<file path="src/rtl/ext_target_unit.sv">
// ext_target_unit
//   Two-stage valid/ready pipeline that produces the immediate-extension operand
//   and the next-PC candidate for one decoded instruction.
//   S1 decodes the mode, registers the extended operand, pc+4, a target class
//   and the J/JR target candidate. S2 resolves the final target (BR adder lives
//   here) plus the misaligned/illegal flags. Outputs come straight from S2.
//
// Ports
//   clk, rst_n          clock, asynchronous active-low reset
//   flush               synchronous clear of both stages
//   in_valid/in_ready   request handshake (mode, pc, imm, jidx, rs_val)
//   out_valid/out_ready result handshake (ext_out, target, misaligned, illegal)
module ext_target_unit #(
    parameter int DATA_W = 32,
    parameter int IMM_W  = 16,
    parameter int JIDX_W = 26,
    parameter int SHIFT  = 2
) (
    input  logic              clk,
    input  logic              rst_n,
    input  logic              flush,
    input  logic              in_valid,
    output logic              in_ready,
    input  logic [2:0]        mode,
    input  logic [DATA_W-1:0] pc,
    input  logic [IMM_W-1:0]  imm,
    input  logic [JIDX_W-1:0] jidx,
    input  logic [DATA_W-1:0] rs_val,
    output logic              out_valid,
    input  logic              out_ready,
    output logic [DATA_W-1:0] ext_out,
    output logic [DATA_W-1:0] target,
    output logic              misaligned,
    output logic              illegal
);

    generate
        if (DATA_W <= IMM_W + SHIFT || DATA_W < JIDX_W + SHIFT) begin : g_bad_params
            $error("ext_target_unit: DATA_W too small for IMM_W/JIDX_W/SHIFT");
        end
    endgenerate

    localparam logic [2:0] M_ZEXT = 3'd0;
    localparam logic [2:0] M_SEXT = 3'd1;
    localparam logic [2:0] M_BR   = 3'd2;
    localparam logic [2:0] M_LUI  = 3'd3;
    localparam logic [2:0] M_J    = 3'd4;
    localparam logic [2:0] M_JR   = 3'd5;

    // Low bits of p4 replaced by the shifted jump index (region-relative jump).
    localparam logic [DATA_W-1:0] J_LOW_MASK = (DATA_W'(1) << (JIDX_W + SHIFT)) - DATA_W'(1);
    localparam logic [DATA_W-1:0] ALIGN_MASK = (DATA_W'(1) << SHIFT) - DATA_W'(1);

    // How S2 picks the final target.
    typedef enum logic [1:0] {CLS_P4, CLS_BR, CLS_FIX, CLS_ILL} cls_e;

    logic              s1_valid_q, s1_valid_d;
    logic [DATA_W-1:0] s1_ext_q,   s1_ext_d;
    logic [DATA_W-1:0] s1_p4_q,    s1_p4_d;
    logic [DATA_W-1:0] s1_tgt_q,   s1_tgt_d;
    cls_e              s1_cls_q,   s1_cls_d;

    logic              s2_valid_q, s2_valid_d;
    logic [DATA_W-1:0] s2_ext_q,   s2_ext_d;
    logic [DATA_W-1:0] s2_tgt_q,   s2_tgt_d;
    logic              s2_mis_q,   s2_mis_d;
    logic              s2_ill_q,   s2_ill_d;

    logic              s2_adv;
    logic [DATA_W-1:0] p4;
    logic [DATA_W-1:0] dec_ext, dec_tgt, fin_tgt;
    cls_e              dec_cls;

    assign s2_adv   = !s2_valid_q || out_ready;
    // S1 moves exactly when S2 does; S1 can still fill while empty under a stall.
    assign in_ready = (!s1_valid_q || s2_adv) && !flush;
    assign p4       = pc + DATA_W'(4);

    always_comb begin
        dec_ext = '0;
        dec_tgt = '0;
        dec_cls = CLS_P4;
        case (mode)
            M_ZEXT: dec_ext = DATA_W'(imm);
            M_SEXT: dec_ext = DATA_W'($signed(imm));
            M_BR: begin
                dec_ext = DATA_W'($signed(imm)) << SHIFT;
                dec_cls = CLS_BR;
            end
            M_LUI:  dec_ext = DATA_W'(imm) << (DATA_W - IMM_W);
            M_J: begin
                dec_ext = DATA_W'(jidx) << SHIFT;
                dec_tgt = (p4 & ~J_LOW_MASK) | (DATA_W'(jidx) << SHIFT);
                dec_cls = CLS_FIX;
            end
            M_JR: begin
                dec_ext = rs_val;
                dec_tgt = rs_val;
                dec_cls = CLS_FIX;
            end
            default: dec_cls = CLS_ILL;
        endcase
    end

    always_comb begin
        case (s1_cls_q)
            CLS_BR:  fin_tgt = s1_p4_q + s1_ext_q;
            CLS_FIX: fin_tgt = s1_tgt_q;
            default: fin_tgt = s1_p4_q;
        endcase
    end

    always_comb begin
        s1_valid_d = s1_valid_q;
        s1_ext_d   = s1_ext_q;
        s1_p4_d    = s1_p4_q;
        s1_tgt_d   = s1_tgt_q;
        s1_cls_d   = s1_cls_q;
        if (flush) begin
            s1_valid_d = 1'b0;
        end else if (in_ready) begin
            s1_valid_d = in_valid;
            if (in_valid) begin
                s1_ext_d = dec_ext;
                s1_p4_d  = p4;
                s1_tgt_d = dec_tgt;
                s1_cls_d = dec_cls;
            end
        end

        s2_valid_d = s2_valid_q;
        s2_ext_d   = s2_ext_q;
        s2_tgt_d   = s2_tgt_q;
        s2_mis_d   = s2_mis_q;
        s2_ill_d   = s2_ill_q;
        if (flush) begin
            s2_valid_d = 1'b0;
        end else if (s2_adv) begin
            s2_valid_d = s1_valid_q;
            if (s1_valid_q) begin
                s2_ext_d = s1_ext_q;
                s2_tgt_d = fin_tgt;
                s2_mis_d = (fin_tgt & ALIGN_MASK) != '0;
                s2_ill_d = (s1_cls_q == CLS_ILL);
            end
        end
    end

    always_ff @(posedge clk or negedge rst_n) begin
        if (!rst_n) begin
            s1_valid_q <= 1'b0;
            s1_ext_q   <= '0;
            s1_p4_q    <= '0;
            s1_tgt_q   <= '0;
            s1_cls_q   <= CLS_P4;
            s2_valid_q <= 1'b0;
            s2_ext_q   <= '0;
            s2_tgt_q   <= '0;
            s2_mis_q   <= 1'b0;
            s2_ill_q   <= 1'b0;
        end else begin
            s1_valid_q <= s1_valid_d;
            s1_ext_q   <= s1_ext_d;
            s1_p4_q    <= s1_p4_d;
            s1_tgt_q   <= s1_tgt_d;
            s1_cls_q   <= s1_cls_d;
            s2_valid_q <= s2_valid_d;
            s2_ext_q   <= s2_ext_d;
            s2_tgt_q   <= s2_tgt_d;
            s2_mis_q   <= s2_mis_d;
            s2_ill_q   <= s2_ill_d;
        end
    end

    assign out_valid  = s2_valid_q;
    assign ext_out    = s2_ext_q;
    assign target     = s2_tgt_q;
    assign misaligned = s2_mis_q;
    assign illegal    = s2_ill_q;

endmodule

</file>
<file path="config.mk">
export PLATFORM = sky130hd
export DESIGN_NAME = ext_target_unit
export DESIGN_NICKNAME = d
export VERILOG_FILES = /design/src/rtl/ext_target_unit.sv
export SDC_FILE = /design/constraint.sdc
export NUM_CORES = 1
export LEC_CHECK = 0
export ABC_AREA = 0
export BUFFER_PORTS_ARGS = -buffer_cell sky130_fd_sc_hd__buf_4
export CAP_MARGIN = 40
export CORE_UTILIZATION = 60
export DETAILED_ROUTE_END_ITERATION = 8
export PLACE_DENSITY = 0.86
export SKIP_LAST_GASP = 1
export SLEW_MARGIN = 20
export SYNTH_ARGS = -nofsm -noshare
export SYNTH_HDL_FRONTEND = slang
export SYNTH_SLANG_ARGS = --single-unit
export TNS_END_PERCENT = 10
</file>
<file path="constraint.sdc">
create_clock -name clk -period 7.4 [get_ports clk]
set_input_delay 1.48 -clock clk [delete_from_list [all_inputs] [get_ports clk]]
set_output_delay 1.48 -clock clk [all_outputs]
set_load 0.03 [all_outputs]
</file>
=== After elaboration in Yosys (flattened, before gate mapping) ===
Cells that the tools add are included.

* Output and inout bits: 68
* Bits of input ports: 114
* Logic and storage cells: 44
* Bits in registers: 166

* Bitwise gates (word level): 2
* Eq/ne operators: 8
* $add $sub $neg: 2
* Mux-type cells: 8
* Reductions and logical operators: 14

{| class="wikitable"
|+ Operators by type and width
! cell !! number
|-
| one-hot mux 32 bit (6 select lines) || 1
|-
| one-hot mux 32 bit (2 select lines) || 2
|-
| adder 32 x 3 -> 32 bit (second input constant) || 1
|-
| adder 32 bit || 1
|-
| OR 32 x 28 -> 32 bit || 1
|-
| nonzero test 32 bit || 1
|-
| equality test 3 x 2 -> 1 bit (second input constant) || 2
|-
| equality test 3 bit (second input constant) || 2
|-
| one-hot mux 2 bit (3 select lines) || 1
|-
| AND reduction 3 bit || 2
|-
| equality test 2 bit (second input constant) || 2
|-
| 2-to-1 mux 1 bit || 4
|-
| nonzero test 2 bit || 2
|-
| equality test 3 x 1 -> 1 bit (second input constant) || 1
|-
| logical NOT 1 bit || 3
|-
| logical NOT 3 bit || 1
|-
| OR reduction 3 bit || 1
|-
| equality test 2 x 1 -> 1 bit (second input constant) || 1
|-
| logical OR 1 bit || 2
|-
| OR reduction 2 bit || 1
|-
| logical AND 1 bit || 1
|-
| NOT 1 bit || 1
|}

=== Logic depth before layout (Yosys ltp) ===
Gate-level depths: netlist (run 1).

* Depth after elaboration: 6
* Gate-level depth with buffers: 12
* Gate-level depth less buffers: 12

=== Worst setup path before layout (run 1) ===
OpenSTA, ideal clock, no wires.

* Path type: input to output
* From: input port out_ready
* To: output port in_ready
* Data arrival time: 2.111 ns
* Required time: 5.920 ns
* Buffers on the path: 0
* Setup slack: 3.809 ns
* Cell stages on the path: 2
* Cell sequence: nor2b_1 -> a21oi_1

* Longest elaborated chain between the ends: 3

{| class="wikitable"
|+ Ends and longest elaborated chain
! element !! RTL line !! text
|-
| start, declared || 30 || <nowiki>input logic out_ready,</nowiki>
|-
| logical OR 1 bit || 74 || <nowiki>assign s2_adv = !s2_valid_q || out_ready;</nowiki>
|-
| logical OR 1 bit || 76 || <nowiki>assign in_ready = (!s1_valid_q || s2_adv) && !flush;</nowiki>
|-
| logical AND 1 bit || 76 ||
|-
| end, declared || 23 || <nowiki>output logic in_ready,</nowiki>
|}

Every way passes these cells.

=== Worst setup path after layout (run 1) ===
Ends and elaborated chain as after synthesis.

==> out/metrics.cfg, run 1 <==
[final_layout]
fin_nets = 1380
fillers = 1108
syn2layout_area_growth_pct = 23.2
num_antenna_cells = 0
stdcell_area_sq_um = 11500
drive_gt1_share_pct = 19.5

[placement]
dpl_cell_area_sq_um = 10900
routabilityCongestion = 0.949
hpwl_um = 20100
io_buffers = 181

[clock_tree]
cts_root_buffer = clkbuf_16
cts_sinks = 166
numCtsBuffers = 17
path_clk_slew_ns = 0.07
ctsResizeCount = 0
clk_latency_ns = 0.45
cts_max_path_buffers = 2
h-tree-depth = 4
cts_tree = done
hold_buffers = 0
post-cts-setup-buffers = 0

[drt]
vias = 9126
remaining_drc_errors = 0
wl_um = 28400
first_pass_iters = 6
avgViaCountPerCell = 6.38
drt_iter0_markers = 933
wl_per_cell_um = 19.9
final_antenna_net_count = 0

[sta]
fin_skew_ns = 0.0105
hold_viol_final = 0
setup_viol = 0
relSlewSlack_pct = 48.4
drv_slew = 0
rsz0062_at_grt = no
finalCritPeriodShare_pct = 51.1
worstMarginPinSlew_ns = 0.773
timing.setup.tns_ns = 0
max_freq_ghz = 0.264
period_minus_slack_ns = 3.78

[run_status]
status = finished, final reports clean

[die]
start_util_pct = 61.4
die_w_um = 127
rows = 45
pin_count = 182
coreArea_sq_um = 15200
die_y_um = 127
die-area_sq_um = 16100

[worst_setup_path]
crit_buf_inv = 2
cp_cell_sequence = buf_4 -> nor2b_1 -> a21oi_1 -> buf_4
slowest_stage = nor2b_1
arrival_ns = 2.30
critPathMostFrequentCell = buf_4
worstPathRequired_ns = 5.92
cp_top_family = buffers and inverters
critPathMaxFanout = 5
slowest_delay_ns = 0.29
path_class = in2out
start_kind = input port
end_kind = output port

[power_and_ir_drop]
power-per-cell-area_nw_per_um2 = 287
p_leak_nw = 5.33
peakVddDrop_v = 0.000199

[global_route]
gr-usage-all-layers_pct = 36.1
antenna_found_initial = 0
grt_pass1_wl_um = 44600
gr-total-overflow = 0
grt_start_max_net_pins = 87
grt_pass1_vias = 8512

[synth]
netlist_area_sq_um = 9330
synth_nets = 1230
yosysUniqueCellTypes = 57
seq_area_frac_synth_pct = 44.5
synthCells = 1080
synth-edff-count = 0
ys.flop_type = dfrtp_1
ys_async_sr_fraction_pct = 100
yosysWarnings = 0
ys_ff_latch = 166
synth_area_per_cell_sq_um = 8.64

[min_path]
hp-class = reg2reg

[flow_run]
maxCapViolCount = 0

[worst paths after layout]
kind | from | endpoint | slack (ns) | cells past startpoint
setup / recovery | out_ready | in_ready | 3.62 | 4
min in group asynchronous | rst_n | s1_p4_q[9] | 0.97 | 1
hold / removal | ext_out[16] | ext_out[16] | 0.47 | 2
setup reg to reg | s1_ext_q[0] | target[28] | 4.04 | 12
hold reg to reg | ext_out[16] | ext_out[16] | 0.47 | 2
max in group asynchronous | rst_n | target[25] | 5.45 | 2
[cell usage after synthesis (all sizes together) (4+ instances only)]
cell type,instances,area (sq um)
a41oi,4,35.0
a21oi,62,310
o21a,16,120
a221o,9,90.1
xor2,31,272
buf,4,25.0
o31ai,4,35.0
nor2b,26,163
o21bai,6,45.0
a211oi,5,37.5
o21ai,115,576
a221oi,24,210
a21o,14,106
dfrtp,166,4150
clkbuf,62,233
nand2,240,903
and3,10,67.6
xnor2,26,228
a22oi,26,195
and2,8,51.3
o211ai,18,140
nor3,5,25.0
a31oi,18,113
nand3,22,110
ha,35,438
inv,16,60.1
o22ai,9,56.3
nand4,6,37.5
nor2,66,248
[registers in the layout, indices dropped and copies added (netlist names)]
register    count
misaligned      1
s1_valid_q      1
out_valid       1
s1_p4_q        32
ext_out        32
illegal         1
s1_cls_q        2
s1_tgt_q       32
s1_ext_q       32
target         32
[routing by layer]
layer	wire (um)	global-route usage, %	vias up
li1	-	-	4130
met1	11000	47.3	4318
met2	13400	57.2	557
met3	2700	7.17	121
met4	1350	19.0	0
met5	0	0	-
[cell type report]
| cell class | count | area, sq um | area share (%) |
|---|---|---|---|
| clock buffer | 17 | 425 | 3.70 |
| clock inverter | 15 | 193 | 1.68 |
| inverter | 16 | 60.1 | 0.522 |
| multi-input combinational | 832 | 4870 | 42.4 |
| sequential | 166 | 4150 | 36.1 |
| tap | 188 | 235 | 2.05 |
| timing repair buffer | 197 | 1560 | 13.5 |
[tightest hold or removal path, delay by kind of cell, from the launching register on]
| kind | cells | cell delay [ns] |
|---|---|---|
| AND/OR/NAND/NOR | 2 | 0.10 |
| flip-flops | 1 | 0.34 |
[cells by family after synthesis]
kind of cell    share of synthesized area, %
compound gates                          23.7
xor+xnor                                5.35
fa+ha+maj                               4.91
buf+inv                                 3.41
flops                                   44.5
mux                                    0.121
simple gates                            18.0
[cells in the final DEF, fill, tap and decap left out, types with 3 or more instances in the layout]
cell       count
a21o_1        13
o31ai_1        3
o211ai_1      17
a31oi_1       18
xnor2_1       26
nand2_1      238
a221o_1        9
nor2_1        66
o21a_1        16
xor2_1        31
a21oi_1       62
o22ai_1        9
bufinv_16      3
a211oi_1       5
inv_1         16
buf_4        191
a41oi_1        4
or3_1          3
o21bai_1       6
nor3_1         5
nor2b_1       26
a22o_1         3
nand4_1        6
a22oi_1       26
o21ai_0      113
nand3_1       22
dfrtp_1      166
ha_1          35
and2_1         6
clkinv_4       4
a221oi_1      24
inv_6          6
and3_1         9
buf_16         3
clkbuf_16     17
[power by group]
part	internal [mW]	switching, mW
sequential	1.07	0.127
clock	0.539	0.399
combinational	0.460	0.713
[through the flow]
step,util (%),worst slack (ns),hold slack (ns),total power [mW],std cells
floorplan,-,3.81,0.439,1.92,1080
global placement,70.7,3.68,0.457,2.30,1391
detailed placement,71.5,3.63,0.463,2.35,1397
CTS,75.5,3.62,0.481,3.28,1429
global route,75.6,3.56,0.495,3.44,1431
finish,75.6,3.62,0.474,3.30,1431
No activity file was read; power rests on OpenSTA's default activity.
==> run 2: changes to the inputs <==
--- a/config.mk
+++ b/config.mk
@@ -8,9 +8,9 @@
 export ABC_AREA = 0
 export BUFFER_PORTS_ARGS = -buffer_cell sky130_fd_sc_hd__buf_4
 export CAP_MARGIN = 40
-export CORE_UTILIZATION = 60
+export CORE_UTILIZATION = 51
 export DETAILED_ROUTE_END_ITERATION = 8
-export PLACE_DENSITY = 0.86
+export PLACE_DENSITY = 0.78
 export SKIP_LAST_GASP = 1
 export SLEW_MARGIN = 20
 export SYNTH_ARGS = -nofsm -noshare
==> constraint.sdc (replaced) <==
create_clock -name clk -period 3.1 [get_ports clk]
set_input_delay 0.62 -clock clk [delete_from_list [all_inputs] [get_ports clk]]
set_output_delay 0.62 -clock clk [all_outputs]
set_load 0.03 [all_outputs]
==> out/metrics.cfg, run 2 (same netlist as run 1, synthesis figures left out) <==
[run_status]
status = finished, final reports clean

[placement]
preCtsSetupSlack_ns = 0.0400  ; -3.59 ns
hpwl_um = 21000  ; +4.3%
routabilityCongestion = 1.00  ; +5.7%
io_buffers = 181  ; unchanged

[clock_tree]
clk_latency_ns = 0.44  ; about the same
h-tree-depth = 4  ; unchanged
cts_max_path_buffers = 2  ; unchanged
cts_tree = done
cts_sinks = 166  ; unchanged
path_clk_slew_ns = 0.07  ; about the same
cts_root_buffer = clkbuf_16
numCtsBuffers = 17  ; unchanged

[die]
pin_count = 182  ; unchanged
die-area_sq_um = 18800  ; +17%
die_y_um = 137  ; +8.3%
rows = 49  ; +8.9%
start_util_pct = 52.0  ; -9.4 points
coreArea_sq_um = 18000  ; +18%
die_w_um = 137  ; +8.3%

[drt]
final_antenna_net_count = 0  ; unchanged
wl_um = 28800  ; +1.3%
vias = 8951  ; -1.9%
drt_iter0_markers = 852  ; -8.7%
wl_per_cell_um = 19.4  ; -2.5%
avgViaCountPerCell = 6.02  ; -5.6%
remaining_drc_errors = 0  ; unchanged
first_pass_iters = 7  ; +1

[sta]
finalCritPeriodShare_pct = 98.7
drv_slew = 0  ; unchanged
worstMarginPinSlew_ns = 0.781  ; +0.00817 ns
rsz0062_at_grt = yes
hold_viol_final = 0  ; unchanged
relSlewSlack_pct = 47.9  ; -0.54 points
timing.setup.tns_ns = 0  ; unchanged
period_minus_slack_ns = 3.06
max_freq_ghz = 0.327
fin_skew_ns = 0.00740  ; -0.00305 ns
setup_viol = 0  ; unchanged
setup_slack_ns = 0.0410  ; -3.58 ns

[global_route]
grt_start_max_net_pins = 70  ; -20%
grt_pass1_wl_um = 45100  ; +1.2%
antenna_found_initial = 0  ; unchanged
grt_pass1_vias = 8501  ; -0.13%
gr-total-overflow = 0  ; unchanged
gr-usage-all-layers_pct = 31.9  ; -4.2 points

[power_and_ir_drop]
power-per-cell-area_nw_per_um2 = 673  ; +130%
peakVddDrop_v = 0.000451  ; +130%
p_leak_nw = 5.39  ; +1.1%
power.share.clock_pct = 27.9  ; -0.5 points
power.internal_mw = 4.94  ; +140%
power_switching_mw = 2.90  ; +130%
power_frac_seq_pct = 36.1  ; about the same
pwr-share-comb_pct = 35.9  ; +0.4 points
swShare_pct = 37.0  ; -0.53 points
power_mw = 7.84  ; +140%

[worst_setup_path]
r2r-end = target[28]
start_kind = register
worstPathRequired_ns = 3.41  ; -2.51 ns
r2r_start = s1_ext_q[0]
slowest_stage = a311oi_1
critPathMaxFanout = 3  ; -2
ff2ff_path_depth = 13  ; +1
cp_cell_sequence = ha_1 -> inv_1 -> fa_1 -> nor2b_1 -> o21a_1 -> o211ai_1 -> a211oi_1 -> buf_4 -> a311oi_1 -> nor4_2 -> a211oi_1 -> xor2_1 -> o22ai_1
critPathMostFrequentCell = a211oi_1
path_class = reg2reg
worst-r2r-setup-slack_ns = 0.04  ; -4.00 ns
end_kind = register
arrival_ns = 3.37  ; +1.07 ns
slowest_delay_ns = 0.46  ; +0.17 ns

[min_path]
hp-class = in2async

[final_layout]
layout_common_cells = 238 x nand2_1, 207 x buf_4, 166 x dfrtp_1, 113 x o21ai_0, 66 x nor2_1
drive_gt1_share_pct = 20.9  ; +1.4 points
fillers = 1507  ; +36%
layout_commonest_cell = nand2_1
fin_nets = 1395  ; +1.1%
postLayoutCoreUtil_pct = 64.9  ; -11 points
num_antenna_cells = 0  ; unchanged
syn2layout_area_growth_pct = 24.9

[flow_run]
maxCapViolCount = 0  ; unchanged

[run 2: metal layers]
| layer | part of all wire [%] | track usage (%) | routed length, um | vias to the layer above |
|---|---|---|---|---|
| li1 | - | - | - | 4150 |
| met1 | 42 | 42.8 | 12000 | 4268 |
| met2 | 47 | 49.7 | 13400 | 452 |
| met3 | 8.2 | 7.14 | 2350 | 81 |
| met4 | 3.6 | 13.7 | 1030 | 0 |
| met5 | 0 | 0 | 0 | - |
[run 2: timing repair]
item	4_1_cts	5_1_grt
endpoints found under the setup margin	1	8
gates resized for setup	1	6
hold endpoints to repair	0	0
hold buffers	0	0
buffers inserted	0	3
pin swaps	0	2
[run 2: power by group through the flow]
stage | Clock [mW] | Combinational, mW | Sequential [mW]
global route | 2.29 | 3.06 | 2.87
finish | 2.19 | 2.82 | 2.83
CTS | 2.19 | 2.76 | 2.83
floorplan | 0 | 1.36 | 3.23
detailed placement | 0 | 2.74 | 2.86
global placement | 0 | 2.69 | 2.85
[run 2: layout make-up]
type                            count  area (sq um)  share of cell area (%)
Inverter                           16          60.1                   0.515
Multi-Input combinational cell    832          4910                    42.1
Clock buffer                       20           447                    3.83
Sequential cell                   166          4150                    35.6
Clock inverter                     12           154                    1.32
Timing Repair Buffer              212          1650                    14.1
Tap cell                          229           287                    2.46
[run 2: worst max path at each step]
| stage | startpoint | endpoint | slack (ns) | cells past startpoint |
|---|---|---|---|---|
| finish | s1_ext_q[0] | target[28] | 0.04 | 13 |
| CTS | s1_ext_q[0] | target[30] | 0.08 | 13 |
| floorplan | s1_ext_q[16] | target[31] | 0.50 | 11 |
| detailed placement | s1_ext_q[0] | target[30] | 0.04 | 13 |
| global placement | s1_ext_q[0] | target[30] | 0.14 | 13 |
| global route | s1_ext_q[0] | target[18] | -0.07 | 13 |
[run 2: worst max-delay path, delay by kind of cell (launching register included)]
kind | cells | cell delay [ns]
compound gates | 6 | 1.47
fa+ha+maj | 2 | 0.44
flops | 1 | 0.40
buf+inv | 2 | 0.23
simple gates | 2 | 0.19
xor+xnor | 1 | 0.18
[run 2: metrics by stage]
stage / instance area [sq um] / hold slack, ns / instances
3_5_place_dp: 11000 / 0.464 / 1452
2_1_floorplan: 9330 / 0.324 / 1080
5_1_grt: 11700 / 0.237 / 1487
3_3_place_gp: 11000 / 0.452 / 1451
4_1_cts: 11600 / 0.216 / 1484
6_report: 11700 / 0.182 / 1487
==> run 3: changes to the inputs <==
--- a/config.mk
+++ b/config.mk
@@ -8,9 +8,12 @@
 export ABC_AREA = 0
 export BUFFER_PORTS_ARGS = -buffer_cell sky130_fd_sc_hd__buf_4
 export CAP_MARGIN = 40
-export CORE_UTILIZATION = 51
+export CELL_PAD_IN_SITES_DETAIL_PLACEMENT = 1
+export CELL_PAD_IN_SITES_GLOBAL_PLACEMENT = 1
+export CORE_UTILIZATION = 38
 export DETAILED_ROUTE_END_ITERATION = 8
-export PLACE_DENSITY = 0.78
+export MAX_ROUTING_LAYER = met4
+export PLACE_DENSITY = 0.77
 export SKIP_LAST_GASP = 1
 export SLEW_MARGIN = 20
 export SYNTH_ARGS = -nofsm -noshare
==> out/metrics.cfg, run 3 (same netlist as run 1, synthesis figures left out) <==
[run_status]
status = finished, final reports clean

[power_and_ir_drop]
p_leak_nw = 5.40  ; about the same
power_mw = 7.88  ; +0.49%
power-per-cell-area_nw_per_um2 = 670  ; -0.42%
peakVddDrop_v = 0.000367  ; -19%

[die]
rows = 56  ; +14%
die-area_sq_um = 25200  ; +34%
coreArea_sq_um = 23800  ; +32%
pin_count = 182  ; unchanged
die_w_um = 159  ; +16%
start_util_pct = 39.3  ; -13 points
die_y_um = 159  ; +16%

[final_layout]
layout_commonest_cell = nand2_1
layout_common_cells = 238 x nand2_1, 208 x buf_4, 166 x dfrtp_1, 113 x o21ai_0, 66 x nor2_1
fin_nets = 1397  ; +0.14%
multi_input_area_sq_um = 4910  ; about the same
syn2layout_area_growth_pct = 26.0
stdcell_area_sq_um = 11800  ; +0.91%
fin_cells = 1579  ; +6.2%
drive_gt1_share_pct = 21.1  ; +0.22 points
layout.area.seq_sq_um = 4150  ; unchanged
fillers = 2823  ; +87%

[placement]
dpl.cell_count = 1544  ; +6.3%
dpl_cell_area_sq_um = 11100  ; +1.3%
hpwl_um = 24800  ; +18%
io_buffers = 181  ; unchanged
routabilityCongestion = 0.938  ; -6.5%

[global_route]
grt_pass1_wl_um = 53800  ; +19%
gr-max-usage-layer = met2
grt_start_max_net_pins = 77  ; +10%
grt_pass1_vias = 9516  ; +12%
use_met1_pct = 37.1  ; -5.7 points
gr-total-overflow = 0  ; unchanged
gr-usage-all-layers_pct = 28.3  ; -3.6 points
met3_usage_pct = 4.31  ; -2.8 points
antenna_found_initial = 1  ; +1
met2_usage_pct = 43.8  ; -5.8 points

[worst_setup_path]
path_class = reg2reg
critPathLaunch = s1_ext_q[14]
arrival_ns = 3.41  ; +0.04 ns
r2r_start = s1_ext_q[14]
worstPathRequired_ns = 3.47  ; +0.06 ns
r2r-end = target[31]
end_kind = register
worst-r2r-setup-slack_ns = 0.05  ; about the same
start_kind = register
ff2ff_path_depth = 11  ; -2
critPathMaxFanout = 7  ; +4

[clock_tree]
cts_root_buffer = clkbuf_16
h-tree-depth = 4  ; unchanged
numCtsBuffers = 17  ; unchanged
clk_latency_ns = 0.44  ; about the same
cts_sinks = 166  ; unchanged
cts_max_path_buffers = 2  ; unchanged
cts_tree = done
path_clk_slew_ns = 0.07  ; about the same

[drt]
avgViaCountPerCell = 5.71  ; -5.1%
drt_iter0_markers = 642  ; -25%
final_antenna_net_count = 0  ; unchanged
remaining_drc_errors = 0  ; unchanged
vias = 9021  ; +0.78%
wl_um = 34100  ; +18%
wl_per_cell_um = 21.6  ; +12%
first_pass_iters = 7  ; unchanged

[flow_run]
maxCapViolCount = 0  ; unchanged

[min_path]
hp-class = in2async

[sta]
rsz0062_at_grt = yes
setup_viol = 0  ; unchanged
finalCritPeriodShare_pct = 98.3  ; -0.42 points
max_freq_ghz = 0.328  ; +0.43%
fin_skew_ns = 0.0139  ; +0.00654 ns
period_minus_slack_ns = 3.05  ; -0.0131 ns
relSlewSlack_pct = 52.4  ; +4.5 points
hold_viol_final = 0  ; unchanged
timing.setup.tns_ns = 0  ; unchanged
worstMarginPinSlew_ns = 0.713  ; -0.0680 ns
drv_slew = 0  ; unchanged

run 3: cell types whose count changed in the layout (fill, tap and decap cells not counted), sizes merged:
cell,delta
inv,+7
clkbuf,-3
buf,+2
bufinv,-2
clkinv,-2
clkinvlp,-1
diode,+1
run 3: worst max-delay path by stage:
stage | endpoint | slack [ns] | cells after the start
final | target[31] | 0.05 | 11
after global routing | target[18] | -0.08 | 13
after CTS | target[18] | 0.002 | 13
after detailed placement | target[30] | -0.02 | 13
after global placement | target[30] | 0.06 | 13
after floorplan | target[31] | 0.50 | 11
run 3: area by class of cell:
cell class,count,area share [%]
antenna,1,0.0213
clock buffer,17,3.62
clock inverter,14,1.19
inverter,16,0.511
multi-input combinational,832,41.7
sequential,166,35.3
tap,319,3.39
timing repair buffer,214,14.2
run 3: metal layers:
| layer | share of wire (%) | vias to the layer above |
|---|---|---|
| li1 | - | 4146 |
| met1 | 45 | 4514 |
| met2 | 47 | 303 |
| met3 | 5.4 | 58 |
| met4 | 3.0 | 0 |
| met5 | 0 | - |
run 3: what timing repair did:
action                     CTS  global route
hold buffers                 0             0
resized for setup            1             6
setup buffers                0             3
pin swaps                    0             2
hold endpoints to repair     0             0
setup endpoints to repair    1             9
run 3: critical path, stage by stage, from the launching register on:
cell       delay, ns
dfrtp_1         0.40
ha_1            0.37
and2_1          0.29
and3_4          0.24
o2111ai_1       0.10
o211ai_2        0.17
o41ai_4         0.42
buf_4           0.20
o31ai_2         0.07
xnor2_1         0.15
or4b_1          0.47
nand3_1         0.10
run 3: power breakdown:
group / switching, mW / internal (mW)
Clock: 0.998 / 1.13
Sequential: 0.300 / 2.54
Combinational: 1.79 / 1.12
Total: 3.09 / 4.79
run 3: per-stage QoR:
stage	hold WS, ns	worst slack, ns	util (%)
2_1_floorplan	0.324	0.495	-
3_3_place_gp	0.460	0.0596	46.9
3_5_place_dp	0.468	-0.0238	46.9
4_1_cts	0.226	0.00208	49.3
5_1_grt	0.242	-0.0753	49.5
6_report	0.193	0.0541	49.5
